[config.mk]
export PLATFORM = sky130hd
export DESIGN_NAME = mips_ctrl_sequencer
export DESIGN_NICKNAME = d
export VERILOG_FILES = /design/src/rtl/mips_ctrl_pkg.sv /design/src/rtl/mips_alu_decode.sv /design/src/rtl/mips_ctrl_sequencer.sv
export SDC_FILE = /design/constraint.sdc
export NUM_CORES = 1
export LEC_CHECK = 0
export ABC_AREA = 0
export BUFFER_PORTS_ARGS = -buffer_cell sky130_fd_sc_hd__buf_2
export CORE_MARGIN = 2
export CORE_UTILIZATION = 48
export CTS_CLUSTER_SIZE = 20
export DETAILED_ROUTE_END_ITERATION = 8
export GPL_ROUTABILITY_DRIVEN = 0
export PLACE_DENSITY_LB_ADDON = 0.12
export SYNTH_ARGS = -nofsm -noshare
export SYNTH_HDL_FRONTEND = slang
export SYNTH_SLANG_ARGS = --single-unit
[constraint.sdc]
create_clock -name clk -period 4.3 [get_ports clk]
set_input_delay 0.86 -clock clk [delete_from_list [all_inputs] [get_ports clk]]
set_output_delay 0.86 -clock clk [all_outputs]
set_load 0.01 [all_outputs]
[src/rtl/mips_ctrl_pkg.sv]
// Shared constants for the MIPS multi-cycle control sequencer: opcodes, functs, ALU codes, states.
package mips_ctrl_pkg;

  localparam logic [5:0] OP_RTYPE = 6'h00;
  localparam logic [5:0] OP_ADDI  = 6'h08;
  localparam logic [5:0] OP_LW    = 6'h23;
  localparam logic [5:0] OP_SW    = 6'h2B;

  localparam logic [5:0] FN_ADD = 6'h20;
  localparam logic [5:0] FN_SUB = 6'h22;
  localparam logic [5:0] FN_AND = 6'h24;
  localparam logic [5:0] FN_OR  = 6'h25;
  localparam logic [5:0] FN_NOR = 6'h27;
  localparam logic [5:0] FN_SLT = 6'h2A;

  localparam logic [3:0] ALU_AND = 4'b0000;
  localparam logic [3:0] ALU_OR  = 4'b0001;
  localparam logic [3:0] ALU_ADD = 4'b0010;
  localparam logic [3:0] ALU_SUB = 4'b0110;
  localparam logic [3:0] ALU_SLT = 4'b0111;
  localparam logic [3:0] ALU_NOR = 4'b1100;

  localparam int unsigned WAIT_W = 4;
  localparam int unsigned CNT_W  = 32;

  typedef enum logic [2:0] {
    S_IDLE,
    S_DECODE,
    S_EXEC,
    S_MEM,
    S_WB,
    S_HALT
  } state_t;

endpackage

[src/rtl/mips_alu_decode.sv]
// Combinational instruction classifier: opcode/funct -> ALU control, mux selects and instruction class.
module mips_alu_decode
  import mips_ctrl_pkg::*;
(
  input  logic [5:0] op,
  input  logic [5:0] funct,
  output logic [3:0] alu_ctrl_c,
  output logic       reg_dst_c,
  output logic       alu_src_c,
  output logic       mem_to_reg_c,
  output logic       is_load_c,
  output logic       is_store_c,
  output logic       illegal_c
);

  always_comb begin
    alu_ctrl_c   = ALU_ADD;
    reg_dst_c    = 1'b0;
    alu_src_c    = 1'b0;
    mem_to_reg_c = 1'b0;
    is_load_c    = 1'b0;
    is_store_c   = 1'b0;
    illegal_c    = 1'b0;
    unique case (op)
      OP_RTYPE: begin
        reg_dst_c = 1'b1;
        unique case (funct)
          FN_ADD:  alu_ctrl_c = ALU_ADD;
          FN_SUB:  alu_ctrl_c = ALU_SUB;
          FN_AND:  alu_ctrl_c = ALU_AND;
          FN_OR:   alu_ctrl_c = ALU_OR;
          FN_NOR:  alu_ctrl_c = ALU_NOR;
          FN_SLT:  alu_ctrl_c = ALU_SLT;
          default: illegal_c  = 1'b1;
        endcase
      end
      OP_ADDI: alu_src_c = 1'b1;
      OP_LW: begin
        alu_src_c    = 1'b1;
        mem_to_reg_c = 1'b1;
        is_load_c    = 1'b1;
      end
      OP_SW: begin
        alu_src_c  = 1'b1;
        is_store_c = 1'b1;
      end
      default: illegal_c = 1'b1;
    endcase
  end

endmodule

[src/rtl/mips_ctrl_sequencer.sv]
// Multi-cycle MIPS control FSM with registered datapath strobes.
// Optional perf counters (cycle_cnt, retire_cnt) when CTRL_PERF_CNT_EN is defined.
module mips_ctrl_sequencer
  import mips_ctrl_pkg::*;
#(
  parameter int unsigned MEM_WAIT     = 0,
  parameter bit          ILLEGAL_HALT = 1'b0
) (
  input  logic        clk,
  input  logic        rst_n,
  input  logic        instr_valid,
  output logic        instr_ready,
  input  logic [31:0] instr_in,
  output logic [31:0] instruction,
  output logic        RegDst,
  output logic        ALUSrc,
  output logic [3:0]  ALUCtrl,
  output logic        MemRead,
  output logic        MemWrite,
  output logic        MemtoReg,
  output logic        RegWrite,
  output logic        retired,
  output logic        illegal
`ifdef CTRL_PERF_CNT_EN
  ,
  output logic [CNT_W-1:0] cycle_cnt,
  output logic [CNT_W-1:0] retire_cnt
`endif
);

  state_t            state_q, state_d;
  logic [WAIT_W-1:0] wait_q, wait_d;
  logic              illegal_pend_q, illegal_pend_d;
  logic              accept_c, mem_last_c, load_dec_c;
  logic              ready_d, mem_read_d, mem_write_d, reg_write_d, retired_d, illegal_d;

  logic [3:0] alu_ctrl_c;
  logic       reg_dst_c, alu_src_c, mem_to_reg_c, is_load_c, is_store_c, illegal_c;

  mips_alu_decode u_dec (
    .op           (instruction[31:26]),
    .funct        (instruction[5:0]),
    .alu_ctrl_c   (alu_ctrl_c),
    .reg_dst_c    (reg_dst_c),
    .alu_src_c    (alu_src_c),
    .mem_to_reg_c (mem_to_reg_c),
    .is_load_c    (is_load_c),
    .is_store_c   (is_store_c),
    .illegal_c    (illegal_c)
  );

  always_ff @(posedge clk or negedge rst_n) begin
    if (!rst_n) state_q <= S_IDLE;
    else        state_q <= state_d;
  end

  // Next state plus next values of every registered output; outputs trail the state by one cycle.
  always_comb begin
    state_d        = state_q;
    wait_d         = '0;
    accept_c       = instr_valid && instr_ready;
    mem_last_c     = (wait_q == WAIT_W'(MEM_WAIT));
    load_dec_c     = 1'b0;
    illegal_pend_d = 1'b0;
    unique case (state_q)
      S_IDLE:   if (accept_c) state_d = S_DECODE;
      S_DECODE: begin
        if (illegal_c) begin
          state_d        = ILLEGAL_HALT ? S_HALT : S_IDLE;
          illegal_pend_d = 1'b1;
        end else begin
          state_d    = S_EXEC;
          load_dec_c = 1'b1;
        end
      end
      S_EXEC:   state_d = (is_load_c || is_store_c) ? S_MEM : S_WB;
      S_MEM: begin
        if (mem_last_c) state_d = is_load_c ? S_WB : S_IDLE;
        else            wait_d  = wait_q + WAIT_W'(1);
      end
      S_WB:     state_d = S_IDLE;
      S_HALT:   state_d = S_HALT;
      default:  state_d = S_IDLE;
    endcase
    // Ready only after a full idle cycle, so an accept can never repeat in DECODE.
    ready_d     = (state_q == S_IDLE) && (state_d == S_IDLE);
    mem_read_d  = is_load_c && ((state_q == S_MEM) || (state_q == S_WB));
    mem_write_d = is_store_c && (state_q == S_MEM) && mem_last_c;
    reg_write_d = (state_q == S_WB);
    retired_d   = reg_write_d || mem_write_d;
    illegal_d   = ILLEGAL_HALT ? (state_q == S_HALT) : illegal_pend_q;
  end

  always_ff @(posedge clk or negedge rst_n) begin
    if (!rst_n) begin
      wait_q         <= '0;
      illegal_pend_q <= 1'b0;
      instr_ready    <= 1'b1;
      instruction    <= '0;
      RegDst         <= 1'b0;
      ALUSrc         <= 1'b0;
      ALUCtrl        <= '0;
      MemtoReg       <= 1'b0;
      MemRead        <= 1'b0;
      MemWrite       <= 1'b0;
      RegWrite       <= 1'b0;
      retired        <= 1'b0;
      illegal        <= 1'b0;
    end else begin
      wait_q         <= wait_d;
      illegal_pend_q <= illegal_pend_d;
      instr_ready    <= ready_d;
      if (accept_c) instruction <= instr_in;
      if (load_dec_c) begin
        RegDst   <= reg_dst_c;
        ALUSrc   <= alu_src_c;
        ALUCtrl  <= alu_ctrl_c;
        MemtoReg <= mem_to_reg_c;
      end
      MemRead  <= mem_read_d;
      MemWrite <= mem_write_d;
      RegWrite <= reg_write_d;
      retired  <= retired_d;
      illegal  <= illegal_d;
    end
  end

`ifdef CTRL_PERF_CNT_EN
  always_ff @(posedge clk or negedge rst_n) begin
    if (!rst_n) begin
      cycle_cnt  <= '0;
      retire_cnt <= '0;
    end else begin
      cycle_cnt  <= cycle_cnt + CNT_W'(1);
      retire_cnt <= retire_cnt + CNT_W'(retired);
    end
  end
`endif

endmodule

==> results.json, run 1 <==
{
  "status": "finished, final reports clean",
  "viasPerCell": 5.000,
  "hold_viol": 0,
  "regToRegStartpoint": "instr_ready$_DFF_PN1_",
  "postCtsSetupBuffers": 0,
  "synthMostInstantiatedCell": "dfrtp_1",
  "diodes": 0,
  "skew_ns": 0.005412,
  "cts_max_level": 2,
  "grt_use_total_pct": 16.25,
  "antenna_found_initial": 0,
  "start_kind": "primary input",
  "finalHoldWorstSlack_ns": 0.3562,
  "netlist_area_sq_mm": 0.002191,
  "reg2reg_depth": 3,
  "drive_gt1_share_pct": 53.23,
  "grt_overflow": 0,
  "synth_top_cells_by_area": "dfrtp_1 59%, mux2_2 17%, nor2_1 1.9%",
  "min_from": "illegal_d$_DFF_PN0_",
  "synth_cell_types": 43,
  "p_leak_nw": 1.400,
  "drtPass1Iterations": 4,
  "period_needed_ns": 2.126,
  "drtIter0Drc": 78,
  "core-area_sq_mm": 0.004384,
  "yosys.area.top_type": "dfrtp_1",
  "synth_ff_type": "dfrtp_1",
  "vias": 1500,
  "r2r_slack_ns": 2.42,
  "min_path_cells": 0,
  "synth_area_per_cell_sq_um": 13.20,
  "hp-class": "flip-flop to flip-flop",
  "syn_inst": 166,
  "synth_edf_count": 0,
  "worstReg2RegEnd": "instruction[29]$_DFFE_PN0P_",
  "slew_violations": 0,
  "cts_resized": 0,
  "min_to": "illegal$_DFF_PN0_",
  "ir_drop_uv": 352.4,
  "yosysTopAreaCellShare_pct": 59.39,
  "cp.required_ns": 4.49,
  "routedWlPerCell_um": 13.21,
  "period_share_pct": 49.44,
  "initial_core_util_pct": 49.97,
  "nets": 284,
  "rows": 24,
  "die_h_um": 71.56,
  "pwr_density_cell_mw_per_mm2": 663.9,
  "drc": 0,
  "clk_pin_slew_worst_paths_ns": 0.09,
  "fmax_ghz": 0.4704,
  "dieArea_sq_mm": 0.005121,
  "fin_tns_setup_ns": 0,
  "grt_pass1_wl_mm": 6.396,
  "insertion_delay_ns": 0.30,
  "grt_setup_unrepaired": "no",
  "path_max_fanout": 23,
  "worst_pin_slew_ns": 0.9159,
  "numCtsBuffers": 5,
  "async_flop_share_pct": 100.0,
  "synth-seq-cells": 53,
  "grt_pass1_vias": 1440,
  "hpwl_mm": 2.855,
  "die_x_um": 71.56,
  "drv_cap": 0,
  "area_delta_synth_final_pct": 26.44,
  "max_slew_margin_pct": 38.79,
  "grt_max_degree": 54,
  "cp-end-kind": "flip-flop",
  "cp.arrival_ns": 2.32,
  "syn-num-nets": 203,
  "clock-root-buffer": "clkbuf_8",
  "yosysWarnings": 0,
  "clockBufferDepth": 2,
  "ctsHoldBuffers": 0,
  "wl_mm": 3.963,
  "crit_type": "primary input to flip-flop",
  "cts_sinks": 53,
  "port_buffers": 79,
  "ios": 80,
  "ant_nets": 0,
  "setup_viol": 0,
  "cts_tree": "built",
  "ys_seq_area_share_pct": 60.59,
  "synth_common_cells": "52 x dfrtp_1, 33 x mux2_2, 11 x nor2_1"
}
## power by group
part	total, mW	switching, mW	internal [mW]	leakage [nW]
combinational	0.629	0.297	0.332	0.680
clock	0.388	0.157	0.231	0.0681
sequential	0.822	0.134	0.688	0.652
total	1.84	0.588	1.25	1.40
## worst max-delay path, stage by stage
cell and delay [ns]:
buf_2 0.09, nand2_1 0.66, buf_4 0.34, mux2_2 0.36
## cells in the final DEF (no fill, tap or decap), types with 3 or more instances in the layout
master	count
buf_2	79
clkbuf_8	5
nor2_1	11
nand2_1	7
inv_1	8
dfrtp_1	52
mux2_2	33
nand3_1	3
and3_1	4
o21ai_0	3
## area by class of cell
| cell class | instances | area (sq um) |
|---|---|---|
| clock buffer | 5 | 68.82 |
| clock inverter | 3 | 65.06 |
| fill | 365 | 1614 |
| inverter | 8 | 30.03 |
| multi-input combinational | 98 | 803.3 |
| sequential | 53 | 1328 |
| tap | 52 | 65.06 |
| timing repair buffer | 81 | 410.4 |
## state kept, by name (all words and copies together) (netlist names)
name / count
instruction: 32
ALUCtrl: 4
wait_q: 4
state_q: 3
ALUSrc: 1
MemRead: 1
MemWrite: 1
MemtoReg: 1
RegDst: 1
RegWrite: 1
illegal: 1
illegal_d: 1
instr_ready: 1
retired: 1
## per-layer routing
metal | up-vias | track usage, % | routed length (um)
met5 | - | 0 | 0
met4 | 0 | 6.918 | 73
met3 | 6 | 5.907 | 288
met2 | 58 | 24.59 | 1776
met1 | 697 | 21.22 | 1826
li1 | 739 | - | -
## how the worst max path moves through the flow
stage,startpoint,endpoint,slack [ns],cells after the start
2_1_floorplan,instr_valid,instruction[0]$_DFFE_PN0P_,2.44,3
3_3_place_gp,instr_valid,instruction[31]$_DFFE_PN0P_,1.79,4
3_5_place_dp,instr_valid,instruction[29]$_DFFE_PN0P_,1.78,4
4_1_cts,instr_valid,instruction[29]$_DFFE_PN0P_,2.12,4
5_1_grt,instr_valid,instruction[1]$_DFFE_PN0P_,2.07,4
6_report,instr_valid,instruction[29]$_DFFE_PN0P_,2.17,4
## cell families after synthesis
group                    share of synthesized area [%]
flip-flops                                       60.59
AND/OR/NAND/NOR                                  9.367
multiplexers                                     16.96
AO/OA/AOI/OAI                                    8.395
buffers and inverters                            2.741
XOR/XNOR                                        0.7997
adder cells (fa/ha/maj)                          1.142
## per-stage QoR
stage | total power [mW] | instance area, sq um | utilization [%] | std cells | setup slack, ns
after floorplan | 1.214 | 2191 | - | 166 | 2.442
after global placement | 1.463 | 2636 | 60.13 | 292 | 1.787
after detailed placement | 1.476 | 2636 | 60.13 | 292 | 1.777
after CTS | 1.870 | 2770 | 63.18 | 300 | 2.119
after global routing | 1.966 | 2770 | 63.18 | 300 | 2.073
final | 1.839 | 2770 | 63.18 | 300 | 2.174
Power figures use the tool's default switching activity.
==> run 2: changes to the inputs <==
--- a/config.mk
+++ b/config.mk
@@ -5,10 +5,10 @@
 export SDC_FILE = /design/constraint.sdc
 export NUM_CORES = 1
 export LEC_CHECK = 0
-export ABC_AREA = 0
+export ABC_AREA = 1
 export BUFFER_PORTS_ARGS = -buffer_cell sky130_fd_sc_hd__buf_2
 export CORE_MARGIN = 2
-export CORE_UTILIZATION = 48
+export CORE_UTILIZATION = 45
 export CTS_CLUSTER_SIZE = 20
 export DETAILED_ROUTE_END_ITERATION = 8
 export GPL_ROUTABILITY_DRIVEN = 0
==> constraint.sdc (replaced) <==
create_clock -name clk -period 1.85 [get_ports clk]
set_input_delay 0.37 -clock clk [delete_from_list [all_inputs] [get_ports clk]]
set_output_delay 0.37 -clock clk [all_outputs]
set_load 0.01 [all_outputs]
==> run 2 against run 1 <==
  * Clock skew rose by 0.0047 ns
  * Core utilization shrank 4.1 points
  * Routed wire length is 14% higher
  * First-iteration DRC count down 33%
  * Total power increased by 140%
==> results.json, run 2 <==
{
  "status": "finished, final reports clean",
  "cts_tree": "built",
  "cts_max_level": 2,
  "grtUsageMet1_pct": 21.05,
  "synth_area_per_cell_sq_um": 10.80,
  "skew_ns": 0.01013,
  "diodes": 0,
  "cts_resized": 0,
  "grt_use_met3_pct": 4.118,
  "initial_core_util_pct": 46.64,
  "cp.arrival_ns": 1.54,
  "syn-num-nets": 259,
  "p_int_mw": 2.884,
  "synth_ff_type": "dfrtp_1",
  "synthMostInstantiatedCell": "dfrtp_1",
  "insertion_delay_ns": 0.30,
  "p_sw_share_pct": 35.46,
  "dieArea_sq_mm": 0.005927,
  "die_h_um": 76.99,
  "die_x_um": 76.99,
  "vias": 1787,
  "finalHoldWorstSlack_ns": 0.01507,
  "fmax_ghz": 0.7390,
  "drive_gt1_share_pct": 45.93,
  "ant_nets": 0,
  "cp-end-kind": "flip-flop",
  "drc": 0,
  "largest_reg_flops": 32,
  "cp_common_cell": "nand2_1",
  "drtPass1Iterations": 4,
  "antenna_found_initial": 0,
  "synth_top_cells_by_area": "dfrtp_1 54%, mux2_2 11%, nand2_1 4.7%",
  "yosys.area.top_type": "dfrtp_1",
  "clkPwrFrac_pct": 20.2,
  "final_common_cell": "buf_2",
  "path_delay_family": "simple AND/OR/NAND/NOR gates",
  "wl_mm": 4.504,
  "postCtsSetupBuffers": 0,
  "grt_pass1_vias": 1660,
  "p_seq_share_pct": 42.1,
  "power_switching_mw": 1.585,
  "port_buffers": 79,
  "netlist_area_sq_mm": 0.002397,
  "core-area_sq_mm": 0.005140,
  "yosysTopAreaCellShare_pct": 54.28,
  "routedWlPerCell_um": 11.95,
  "cp.required_ns": 2.04,
  "mostFrequentLayoutCells": "79 x buf_2, 52 x dfrtp_1, 30 x nand2_1",
  "regToRegStartpoint": "instruction[30]$_DFFE_PN0P_",
  "pwr_density_cell_mw_per_mm2": 1472,
  "synth-seq-cells": 53,
  "cpMaxStageDelayCell": "dfrtp_1",
  "clock-root-buffer": "clkbuf_8",
  "nets": 343,
  "top_register": "instruction",
  "synth_common_cells": "52 x dfrtp_1, 30 x nand2_1, 24 x mux2_2, 24 x nor2_1, 20 x inv_1",
  "setup_viol": 0,
  "grt_max_degree": 43,
  "numCtsBuffers": 5,
  "worst-path-stages": 8,
  "crit_buf_inv": 0,
  "path_cells": "nor2_4 -> nand2_1 -> nor2_2 -> nand2_1 -> nor2_2 -> nor2_4 -> nand3_1 -> nand2_1",
  "drtIter0Drc": 52,
  "crit_type": "flip-flop to flip-flop",
  "cts_sinks": 53,
  "ios": 80,
  "start_kind": "flip-flop",
  "setup.worst_path.start": "instruction[30]$_DFFE_PN0P_",
  "max_slew_margin_pct": 68.44,
  "ys_seq_area_share_pct": 55.38,
  "grt_use_total_pct": 15.81,
  "grt_overflow": 0,
  "grt_setup_unrepaired": "no",
  "rows": 26,
  "synth_edf_count": 0,
  "combPwrFrac_pct": 37.6,
  "hpwl_mm": 3.393,
  "period_share_pct": 73.15,
  "reg2reg_depth": 8,
  "ir_drop_uv": 728.4,
  "async_flop_share_pct": 100.0,
  "path_max_fanout": 4,
  "syn_inst": 222,
  "worst_pin_slew_ns": 0.4734,
  "ctsHoldBuffers": 0,
  "p_leak_nw": 1.548,
  "met2_usage_pct": 25.18,
  "max_stage_delay_ns": 0.45,
  "fin_tns_setup_ns": 0,
  "final_core_util_pct": 59.06,
  "yosysWarnings": 0,
  "period_needed_ns": 1.353,
  "fillers": 470,
  "drv_cap": 0,
  "clockBufferDepth": 2,
  "synth_cell_types": 32,
  "busiest_layer": "met2",
  "viasPerCell": 4.740,
  "top_regs": "instruction (32), ALUCtrl (4), wait_q (4)",
  "hold_viol": 0,
  "area_delta_synth_final_pct": 26.62,
  "clk_pin_slew_worst_paths_ns": 0.10,
  "grt_pass1_wl_mm": 7.590,
  "hp-class": "primary input to asynchronous set/reset pin",
  "slew_violations": 0
}
run 2: cell count changes in the layout (fill, tap and decap cells not counted), moves of 4 or more:
cell / delta
nand2_1: +23
nor2_1: +13
inv_1: +12
nand3_1: +12
mux2_2: -9
a21oi_1: +7
nand4_1: +6
nor2_4: +6
nor2_2: +5
and3_1: -4
run 2: through the flow:
stage                     std cells  power (mW)  worst slack (ns)  cell area [sq um]
after detailed placement        369       3.608            0.5109               2902
after global routing            377       4.788            0.3678               3035
after floorplan                 222       2.965            0.6006               2397
after global placement          369       3.580            0.5298               2902
after CTS                       377       4.533            0.4865               3035
final                           377       4.469            0.4967               3035
run 2: final cells by class:
cell class / count / area (sq um) / area share (%)
Timing Repair Buffer: 81 / 435.4 / 14.34
Tap cell: 70 / 87.58 / 2.885
Sequential cell: 53 / 1328 / 43.73
Inverter: 24 / 92.59 / 3.050
Multi-Input combinational cell: 141 / 958.4 / 31.57
Clock buffer: 5 / 68.82 / 2.267
Clock inverter: 3 / 65.06 / 2.143
run 2: worst reg2reg max path: cells and delay by family, from the launching register on:
family,cells,cell delay [ns]
simple gates,8,0.79
flops,1,0.45
run 2: power by group through the flow:
stage          Clock [mW]  Combinational (mW)  Sequential (mW)
6_report            0.905                1.68             1.88
3_3_place_gp            0                1.69             1.89
2_1_floorplan           0               0.878             2.09
5_1_grt             0.985                1.84             1.96
4_1_cts             0.943                1.70             1.89
3_5_place_dp            0                1.70             1.91
run 2: metal layers:
| metal | wire [um] | vias up |
|---|---|---|
| met5 | 0 | - |
| met4 | 69 | 0 |
| met3 | 300 | 8 |
| met2 | 2104 | 52 |
| met1 | 2030 | 840 |
| li1 | - | 887 |
run 2: kinds of logic after synthesis:
group                    synth area share, %
AND/OR/NAND/NOR                        24.11
flip-flops                             55.38
buffers and inverters                  4.645
multiplexers                           11.27
AO/OA/AOI/OAI                          2.819
XOR/XNOR                              0.7308
adder cells (fa/ha/maj)                1.044
run 2: path summary, 6_finish.rpt:
| kind | endpoint | slack [ns] |
|---|---|---|
| max | ALUCtrl[0]$_DFFE_PN0P_ | 0.50 |
| min | instruction[3]$_DFFE_PN0P_ | 0.02 |
| max reg2reg | ALUCtrl[0]$_DFFE_PN0P_ | 0.50 |
| min reg2reg | illegal$_DFF_PN0_ | 0.36 |
| max in group asynchronous | instr_ready$_DFF_PN1_ | 1.24 |
| min in group clk | instruction[25]$_DFFE_PN0P_ | 0.29 |
==> run 3: changes to the inputs <==
--- a/config.mk
+++ b/config.mk
@@ -8,7 +8,7 @@
 export ABC_AREA = 1
 export BUFFER_PORTS_ARGS = -buffer_cell sky130_fd_sc_hd__buf_2
 export CORE_MARGIN = 2
-export CORE_UTILIZATION = 45
+export CORE_UTILIZATION = 48
 export CTS_CLUSTER_SIZE = 20
 export DETAILED_ROUTE_END_ITERATION = 8
 export GPL_ROUTABILITY_DRIVEN = 0
==> constraint.sdc (replaced) <==
create_clock -name clk -period 1.3 [get_ports clk]
set_input_delay 0.26 -clock clk [delete_from_list [all_inputs] [get_ports clk]]
set_output_delay 0.26 -clock clk [all_outputs]
set_load 0.01 [all_outputs]
==> run 3 against run 2 <==
  * The run now ends with negative setup slack left
  * Routed wire length is 7.3% higher
  * Sequential power increased by 45%
  * Critical path type unchanged
  * Register-to-register slack lost 0.50 ns
==> results.json, run 3 (synthesis results as in run 2) <==
{
  "start_kind": "flip-flop",
  "grt_setup_unrepaired": "yes",
  "drtPass1Iterations": 4,
  "fin_tns_setup_ns": -0.004863,
  "grt_pass1_vias": 1726,
  "cp.required_ns": 1.49,
  "die_x_um": 74.67,
  "die_h_um": 74.67,
  "hpwl_mm": 3.631,
  "crit_buf_inv": 0,
  "port_buffers": 79,
  "max_slew_margin_pct": 72.50,
  "period_share_pct": 100.4,
  "cp.arrival_ns": 1.50,
  "rows": 25,
  "dieArea_sq_mm": 0.005576,
  "insertion_delay_ns": 0.30,
  "skew_ns": 0.007926,
  "crit_type": "flip-flop to flip-flop",
  "finalNonFillerCells": 387,
  "max_stage_delay_ns": 0.45,
  "setup_slack_ns": -0.004863,
  "clock-root-buffer": "clkbuf_8",
  "placed_area_sq_mm": 0.002940,
  "cts_tree": "built",
  "cp-end-kind": "flip-flop",
  "cpMaxStageDelayCell": "dfrtp_2",
  "clockBufferDepth": 2,
  "worst_pin_slew_ns": 0.4125,
  "status": "finished, violations left",
  "cts_sinks": 53,
  "pwr_density_cell_mw_per_mm2": 2066,
  "fmax_ghz": 0.7664,
  "diodes": 0,
  "drv_cap": 0,
  "wl_mm": 4.833,
  "p_leak_nw": 1.602,
  "ir_drop_uv": 1385,
  "ant_nets": 0,
  "ios": 80,
  "hold_viol": 0,
  "drive_gt1_share_pct": 52.50,
  "drc": 0,
  "grt_max_degree": 43,
  "grt_use_total_pct": 17.60,
  "initial_core_util_pct": 50.42,
  "dp_worst_setup_slack_ns": -0.02267,
  "setup_viol": 1,
  "vias": 1854,
  "clk_pin_slew_worst_paths_ns": 0.10,
  "grt_overflow": 0,
  "design_area_sq_mm": 0.003187,
  "drtIter0Drc": 61,
  "grt_pass1_wl_mm": 7.541,
  "viasPerCell": 4.791,
  "path_cells": "nor2_4 -> nand3_2 -> nand3_4 -> nand3_4 -> nand2_1 -> nand2_1",
  "hp-class": "primary input to flip-flop",
  "final_core_util_pct": 67.03,
  "period_needed_ns": 1.305,
  "nets": 356,
  "top_regs": "instruction (32), ALUCtrl (4), wait_q (4)",
  "numPlacedInstances": 370,
  "final_common_cell": "buf_2",
  "routedWlPerCell_um": 12.49,
  "violations": "negative setup slack",
  "antenna_found_initial": 0,
  "area_delta_synth_final_pct": 32.93,
  "mostFrequentLayoutCells": "78 x buf_2, 46 x dfrtp_1, 28 x nand2_1",
  "cts_max_level": 2,
  "slew_violations": 0,
  "path_delay_family": "simple AND/OR/NAND/NOR gates",
  "largest_reg_flops": 32,
  "core-area_sq_mm": 0.004755,
  "numCtsBuffers": 5,
  "top_register": "instruction",
  "path_max_fanout": 8
}
## run 3: layout make-up
type | count | area [sq um]
clock buffers | 5 | 68.82
clock inverters | 3 | 46.29
fillers | 411 | 1568
inverters | 24 | 92.59
multi-input cells | 141 | 998.5
flip-flops and latches | 53 | 1335
well taps | 67 | 83.83
repair buffers | 94 | 561.8
## run 3: worst register-to-register path, cell delays in order, from the launching register on
cell and delay (ns):
dfrtp_2 0.45, nor2_4 0.18, nand3_2 0.13, nand3_4 0.16, nand3_4 0.13, nand2_1 0.10, nand2_1 0.05
## run 3: metrics by stage
stage | power, mW | hold slack [ns]
6_report | 6.585 | 0.1772
5_1_grt | 7.032 | 0.1665
3_3_place_gp | 5.127 | 0.2080
4_1_cts | 6.430 | 0.1684
2_1_floorplan | 4.219 | -0.03559
3_5_place_dp | 5.182 | 0.2105
## run 3: routing by layer
metal / GRT usage [%] / share of wire [%]
met1: 23.19 / 43
met5: 0 / 0
met4: 6.349 / 1.8
met2: 28.32 / 50
met3: 4.552 / 5.6
## run 3: path summary, 6_finish.rpt
kind | startpoint | to | slack [ns] | cells past startpoint
max | instruction[27]$_DFFE_PN0P_ | ALUCtrl[1]$_DFFE_PN0P_ | -0.005 | 6
min | instr_in[6] | instruction[6]$_DFFE_PN0P_ | 0.18 | 2
max reg2reg | instruction[27]$_DFFE_PN0P_ | ALUCtrl[1]$_DFFE_PN0P_ | -0.005 | 6
min reg2reg | illegal_d$_DFF_PN0_ | illegal$_DFF_PN0_ | 0.36 | 0
max in group asynchronous | rst_n | instr_ready$_DFF_PN1_ | 0.37 | 3
min in group asynchronous | rst_n | instruction[30]$_DFFE_PN0P_ | 0.41 | 2
## run 3: where the power goes
part | internal, mW | total [mW] | switching, mW
Sequential | 2.27 | 2.72 | 0.449
Clock | 0.577 | 1.12 | 0.543
Combinational | 1.33 | 2.75 | 1.42
## run 3: what timing repair did
item | CTS | global route
hold endpoints to repair | 13 | 0
pin swaps | 3 | 12
gates resized for setup | 4 | 18
hold buffers | 1 | 0
endpoints found under the setup margin | 8 | 11
setup buffers | 4 | 4
